$ cat src/rtl/rs_decode_pkg.sv
// Shared constants and state encoding for the Reed-Solomon decoder frame sequencer.
package rs_decode_pkg;

  localparam int RS_N     = 255;
  localparam int RS_DELAY = 264;
  localparam int RS_CNT_W = 9;

  typedef enum logic {
    IDLE = 1'b0,
    RUN  = 1'b1
  } inState_t;

endpackage

$ cat src/rtl/rs_delay_slot.sv
// One delay slot: a loadable down-counter that fires when it counts down to zero.
module rs_delay_slot
  import rs_decode_pkg::*;
#(
  parameter int CNT_W = RS_CNT_W,
  parameter int LOAD  = RS_DELAY - 1
) (
  input  logic CLK,
  input  logic RESET,
  input  logic enable,
  input  logic load,
  output logic busy,
  output logic fire
);

  localparam logic [CNT_W-1:0] LOAD_C = CNT_W'(LOAD);
  localparam logic [CNT_W-1:0] ONE_C  = CNT_W'(1);

  logic [CNT_W-1:0] cnt;

  // Fires on the enabled cycle whose edge takes the count from 1 to 0.
  assign fire = enable & busy & (cnt == ONE_C);

  always_ff @(posedge CLK or negedge RESET) begin
    if (!RESET) begin
      cnt  <= '0;
      busy <= 1'b0;
    end else if (enable) begin
      if (load) begin
        cnt  <= LOAD_C;
        busy <= 1'b1;
      end else if (busy) begin
        cnt <= cnt - ONE_C;
        if (fire) begin
          busy <= 1'b0;
        end
      end
    end
  end

endmodule

$ cat src/rtl/rs_decode_frame_ctrl.sv
// Frame sequencer: input codeword FSM, delay-slot allocator and output framing counter.
// Handshake: no valid/ready; every state change is qualified by enable, outputs hold while enable=0.
module rs_decode_frame_ctrl
  import rs_decode_pkg::*;
#(
  parameter int N     = RS_N,
  parameter int DELAY = RS_DELAY,
  parameter int CNT_W = RS_CNT_W
) (
  input  logic CLK,
  input  logic RESET,
  input  logic enable,
  input  logic sync,
  output logic delayEnable,
  output logic syndromeStart,
  output logic syndromeLast,
  output logic outSync,
  output logic outValid,
  output logic outLast,
  output logic frameErr,
  output logic overflow,
  output logic dbgState
);

  localparam logic [CNT_W-1:0] N_C   = CNT_W'(N);
  localparam logic [CNT_W-1:0] NM1_C = CNT_W'(N - 1);
  localparam logic [CNT_W-1:0] ONE_C = CNT_W'(1);

  inState_t         state, stateNext;
  logic [CNT_W-1:0] inCnt, inCntNext;
  logic             accept, lastNext, errNext;
  logic [CNT_W-1:0] outCnt;
  logic             busy0, busy1, fire0, fire1;
  logic             free0, free1, load0, load1, drop, fireAny;

  assign delayEnable = enable;
  assign dbgState    = (state == RUN);

  always_ff @(posedge CLK or negedge RESET) begin
    if (!RESET) begin
      state <= IDLE;
      inCnt <= '0;
    end else begin
      state <= stateNext;
      inCnt <= inCntNext;
    end
  end

  // inCnt==N marks the cycle right after the last symbol: sync there is a clean back-to-back start.
  always_comb begin
    stateNext = state;
    inCntNext = inCnt;
    accept    = 1'b0;
    lastNext  = 1'b0;
    errNext   = 1'b0;
    if (enable) begin
      case (state)
        IDLE: begin
          if (sync) begin
            accept    = 1'b1;
            stateNext = RUN;
            inCntNext = ONE_C;
          end
        end
        RUN: begin
          if (sync) begin
            accept    = 1'b1;
            inCntNext = ONE_C;
            errNext   = (inCnt != N_C);
          end else if (inCnt == N_C) begin
            stateNext = IDLE;
            inCntNext = '0;
          end else begin
            inCntNext = inCnt + ONE_C;
            lastNext  = (inCnt == NM1_C);
          end
        end
        default: begin
          stateNext = IDLE;
          inCntNext = '0;
        end
      endcase
    end
  end

  // A slot that fires on this edge counts as free and may be re-armed at once.
  always_comb begin
    free0   = ~busy0 | fire0;
    free1   = ~busy1 | fire1;
    load0   = accept & free0;
    load1   = accept & ~free0 & free1;
    drop    = accept & ~free0 & ~free1;
    fireAny = fire0 | fire1;
  end

  rs_delay_slot #(.CNT_W(CNT_W), .LOAD(DELAY - 1)) slot0 (
    .CLK    (CLK),
    .RESET  (RESET),
    .enable (enable),
    .load   (load0),
    .busy   (busy0),
    .fire   (fire0)
  );

  rs_delay_slot #(.CNT_W(CNT_W), .LOAD(DELAY - 1)) slot1 (
    .CLK    (CLK),
    .RESET  (RESET),
    .enable (enable),
    .load   (load1),
    .busy   (busy1),
    .fire   (fire1)
  );

  always_ff @(posedge CLK or negedge RESET) begin
    if (!RESET) begin
      syndromeStart <= 1'b0;
      syndromeLast  <= 1'b0;
      frameErr      <= 1'b0;
      overflow      <= 1'b0;
      outSync       <= 1'b0;
      outValid      <= 1'b0;
      outLast       <= 1'b0;
      outCnt        <= '0;
    end else if (enable) begin
      syndromeStart <= accept;
      syndromeLast  <= lastNext;
      frameErr      <= errNext;
      if (drop) begin
        overflow <= 1'b1;
      end
      // A firing slot always wins: it starts a new output frame, truncating any frame in progress.
      if (fireAny) begin
        outSync  <= 1'b1;
        outValid <= 1'b1;
        outLast  <= 1'b0;
        outCnt   <= NM1_C;
      end else begin
        outSync <= 1'b0;
        if (outValid) begin
          if (outCnt == '0) begin
            outValid <= 1'b0;
            outLast  <= 1'b0;
          end else begin
            outCnt  <= outCnt - ONE_C;
            outLast <= (outCnt == ONE_C);
          end
        end
      end
    end
  end

endmodule

$ cat config.mk
export PLATFORM = sky130hd
export DESIGN_NAME = rs_decode_frame_ctrl
export DESIGN_NICKNAME = d
export VERILOG_FILES = /design/src/rtl/rs_decode_pkg.sv /design/src/rtl/rs_delay_slot.sv /design/src/rtl/rs_decode_frame_ctrl.sv
export SDC_FILE = /design/constraint.sdc
export NUM_CORES = 1
export LEC_CHECK = 0
export ABC_AREA = 1
export CORE_MARGIN = 10
export CORE_UTILIZATION = 60
export CTS_CLUSTER_DIAMETER = 150
export DETAILED_ROUTE_END_ITERATION = 16
export GPL_TIMING_DRIVEN = 0
export PLACE_DENSITY = 0.8
export SYNTH_ARGS = -nofsm -noshare
export SYNTH_HDL_FRONTEND = slang
export SYNTH_SLANG_ARGS = --single-unit
export TNS_END_PERCENT = 1
$ cat constraint.sdc
create_clock -name CLK -period 2.7 [get_ports CLK]
set_input_delay 0.54 -clock CLK [delete_from_list [all_inputs] [get_ports CLK]]
set_output_delay 0.54 -clock CLK [all_outputs]
set_load 0.01 [all_outputs]
Word-level counts from Yosys, hierarchy flattened
Index checks and enable logic that the tools add are counted.

Equality and inequality tests: 8. Bitwise gates (word level): 16. Reduce and logical (&&, ||, !) cells: 10. Add/subtract/negate cells: 4. Multiplexer cells: 34.

Operator list (number): two-way mux 9 bit (10); == test 9 x 1 -> 1 bit (second input constant) (3); subtractor 9 x 1 -> 9 bit (second input constant) (3); two-way mux 1 bit (22); == test 9 x 8 -> 1 bit (second input constant) (2); one-hot mux 9 bit (2 select lines) (1); AND reduction 2 bit (5); adder 9 x 1 -> 9 bit (second input constant) (1); zero test 9 bit (1); inequality test 9 x 8 -> 1 bit (second input constant) (1); AND 1 bit (8); nonzero test 2 bit (3); NOT 1 bit (5); inequality test 2 bit (second input constant) (2); OR 1 bit (3); AND reduction 3 bit (1); one-hot mux 1 bit (2 select lines) (1).

Bits in registers: 46. Output and inout port bits: 9. Bits of input ports: 4. Logic and storage cells: 86.

Longest topological paths before layout
Depth in word-level cells: 8. Mapped depth: 13. Gate-level depth less buffers: 12.

By module
Synthesis repeated with hierarchy kept, for this count alone.

Cell total of the unflattened synthesis: 359. Area total of the unflattened synthesis: 2705.1 µm².

Modules (own cells, without submodules): rs_decode_frame_ctrl (area each 1579.0 µm², sequential area each 650.6 µm², instances 1, cells an instance 209); rs_delay_slot (area each 563.0 µm², sequential area each 250.2 µm², instances 2, cells an instance 75).

Worst setup path after synthesis
No wires, ideal clock.

Kind: reg2reg. From: reg slot0.cnt[1]. To: reg slot1.cnt[6]. Period minus slack after synthesis: 1426 ps. Arrival time: 1309 ps. Data required time: 2583 ps. Library setup time: 117 ps. Path slack: 1274 ps. Cell stages (with the launch flop): 13. Path buffers: 1. Cell sequence: dfrtp_1 > inv_1 > ha_1 > inv_1 > nor2_1 > nand2_2 > nor2_8 > nand2_2 > nand3_4 > nand2_4 > buf_6 > nand3_1 > nand2_1.

Cells in the longest elaborated chain, start to end: 8. Elaborated cells between the ends (all ways): 9. Classes of those cells: eq/ne (1); mux (1); bitwise (5); reduce/logical (2).

Ends and longest elaborated chain: start, declared (line rs_delay_slot.sv:19) `logic [CNT_W-1:0] cnt;`; start signal, assigned (line rs_delay_slot.sv:33) `cnt <= cnt - ONE_C;`; == test 9 x 1 -> 1 bit (*) (line rs_delay_slot.sv:22) `assign fire = enable & busy & (cnt == ONE_C);`; AND 1 bit (*) (line rs_delay_slot.sv:22); OR 1 bit (*) (line rs_decode_frame_ctrl.sv:88) `free0 = ~busy0 | fire0;`; NOT 1 bit (*) (line rs_decode_frame_ctrl.sv:91) `load1 = accept & ~free0 & free1;`; AND 1 bit (*) (2 in a row) (line rs_decode_frame_ctrl.sv:91); nonzero test 2 bit (no source line); AND reduction 2 bit (no source line); end signal, assigned (line rs_delay_slot.sv:33); end, declared (line rs_delay_slot.sv:19).

Every way passes the cells marked *; elsewhere a longest branch is shown, timed or not. A chain may end at the register's enable or synchronous reset.

Final worst setup path
From: reg state, in the netlist dbgState. To: out dbgState.

RTL lines: start, declared (line rs_decode_frame_ctrl.sv:29) `inState_t state, stateNext;`; start signal, assigned (line rs_decode_frame_ctrl.sv:44) `state <= stateNext;`; end, declared (line rs_decode_frame_ctrl.sv:22) `output logic dbgState`.

No word-level cell between the ends.

==> reports/metrics.cfg <==
[timing]
skew_ns=0.00813
rsz0062_at_grt=false
fin_ws_ns=0.867
period_needed_ns=1.83
setup_violations=0
fmax_mhz=546
slew-limit-headroom_pct=62.8
hold_viol=0
tightest_slew_ns=0.559
post-route-period-util_pct=67.9
setup_tns_ns=0
drv_slew=0

[critical_path]
r2r_start=outCnt[0]$_DFFE_PN0P_
cp-start-kind=flop
cp_top_family=buffers and inverters
end_kind=output pin
max_stage_delay_ns=0.58
arrival_ns=1.29
reg2reg_slack_ns=1.08
cp.depth=1
critical_path_class=reg -> out
slowest_stage=clkdlybuf4s50_1
reg2reg_depth=7
required_ns=2.16
crit_buf_inv=1
crit_chain=clkdlybuf4s50_1
crit_fanout=5
rr_endpoint=outCnt[6]$_DFFE_PN0P_

[synthesis]
syn-cell-area_mm2=0.00261
synth_edf_count=0
synth_cells=316
async_reset_ff_share_pct=100
ys.warnings.count=0
avgSynthCellArea_um2=8.27
yosys_register_bits=46
synthFlopType=dfrtp_1
yosysSeqAreaShare_pct=44.0
synth.distinct_cells=38
synth_fp_nets=328

[die]
die_y_um=86
fp.dieW_um=86
initial_core_util_pct=63.5
die-area_mm2=0.00740
num_io_pins=13
design.core.area_mm2=0.00412
num_rows=23

[min_path]
hp-class=in -> async

[place]
dp_hpwl_mm=3.64
dpl_cell_area_mm2=0.00281
place.gp.congestion=0.882
place_ws_ns=0.716
io_buffers=11

[grt]
antenna_found_initial=0
grt.total_usage_pct=14.5
grt_max_degree=25
grt_pass1_vias=2073
gr-total-overflow=0
grt_pass1_wl_mm=8.98

[final_layout]
diodes=0
final_nets=347
area_growth_pct=12.9
fillerInstances=318
fin_util_pct=71.7
mostFrequentLayoutCell=nand2_1
drive_above_1_share_pct=14.9
multiInputGateArea_mm2=0.00125
register_area_mm2=0.00115
final_cell_mix=nand2_1, dfrtp_1, inv_1
finalInstanceArea_mm2=0.00295

[power]
power_frac_comb_pct=36.5
power_density_mw_per_mm2=918
power.switching_uw=1010
total_power_uw=2710
power.internal_uw=1700
pwr-share-seq_pct=40.1
vdd_ir_drop_max_uv=589
switching_share_pct=37.4
p_leak_uw=0.00153
power_frac_clock_pct=23.4

[clock_tree]
clkLatencyLatePin_ns=0.30
postCtsSetupBuffers=0
clockRootBuffer=clkbuf_8
holdBufCountCts=0
cts-resized-gates=0
clk_path_buf_depth=2
clock-sinks=46
numCtsBuffers=5
cts_tree=built
path_clk_slew_ns=0.09
htree_levels=2

[detailed_routing]
num_vias=2009
drc=0
drt-total-wl_mm=4.93
wl_per_cell_um=12.8
detail-route-antenna-nets=0
drtIter0Drc=63
via_per_inst=5.20
drt_pass1_iterations=4

[outcome]
status=finished clean

[flow_run]
cap_violations=0

cells by family (layout without fill, tap and decap cells):
logic type	after synthesis	count (layout)	synth area share (%)
buffers and inverters	50	70	7.99
flip-flops	46	46	44.0
adder cells (fa/ha/maj)	8	8	3.83
AO/OA/AOI/OAI	31	31	7.28
XOR/XNOR	14	14	4.69
AND/OR/NAND/NOR	167	167	32.2
power by group through the flow:
stage                     clock network (uW)  registers [uW]  logic (uW)
after floorplan                            0            1060         799
after global placement                     0            1080         946
after detailed placement                   0            1100         986
after CTS                                647            1090         998
after global routing                     664            1120        1150
final                                    634            1090         989
layer usage:
layer  up-vias  wire length (um)  GRT usage, %
met3         9               214          3.88
met1       928              2320          16.9
li1       1039                 -             -
met5         -                 0             0
met4         0                77          5.54
met2        33              2310          24.5
registers in the layout, summed over array words and instances (netlist names):
register,flops
outLast,1
outCnt,9
syndromeLast,1
inCnt,9
slot1.busy,1
slot0.busy,1
overflow,1
dbgState,1
slot1.cnt,9
slot0.cnt,9
outValid,1
frameErr,1
outSync,1
syndromeStart,1
worst max path at each step:
stage,from,endpoint,slack [ns]
detailed placement,sync,slot1.cnt[0]$_DFFE_PN0P_,0.72
finish,dbgState$_DFFE_PN0P_,dbgState,0.87
floorplan,slot0.cnt[1]$_DFFE_PN0P_,slot1.cnt[6]$_DFFE_PN0P_,1.27
CTS,dbgState$_DFFE_PN0P_,dbgState,0.86
global route,dbgState$_DFFE_PN0P_,dbgState,0.82
global placement,RESET,slot1.cnt[3]$_DFFE_PN0P_,-0.20
Yosys cell counts (2+ instances only):
library cell   n  area (um^2)
xnor2_1        2         17.5
nand3_1       35          175
o21ai_1        4         20.0
inv_2          5         18.8
ha_1           8          100
nor4_1         2         12.5
nand4_1        3         18.8
a21oi_1        7         35.0
a21oi_2        2         17.5
inv_1         41          154
buf_6          2         22.5
nand3_4        2         35.0
o21ai_0        8         40.0
xor2_1        12          105
nor2_2         5         31.3
nand2_2       11         68.8
nor2_1        22         82.6
nand2_1       72          270
nor3_1         4         20.0
nand2_4        3         33.8
dfrtp_1       46         1150
o21ai_2        2         17.5
o211ai_1       3         22.5
final cells by class:
cell class	count	share of cell area, %
clock inverter	2	2.03
timing repair buffer	12	4.49
sequential	46	39.0
inverter	47	6.06
multi-input combinational	220	42.5
clock buffer	6	2.80
buffer	3	1.02
tap	50	2.12
per-stage QoR:
stage | hold slack [ns] | cells
global route | 0.250 | 386
floorplan | 0.244 | 316
detailed placement | 0.459 | 378
finish | 0.218 | 386
CTS | 0.234 | 386
global placement | 0.455 | 377
No activity file was read; power rests on OpenSTA's default activity.
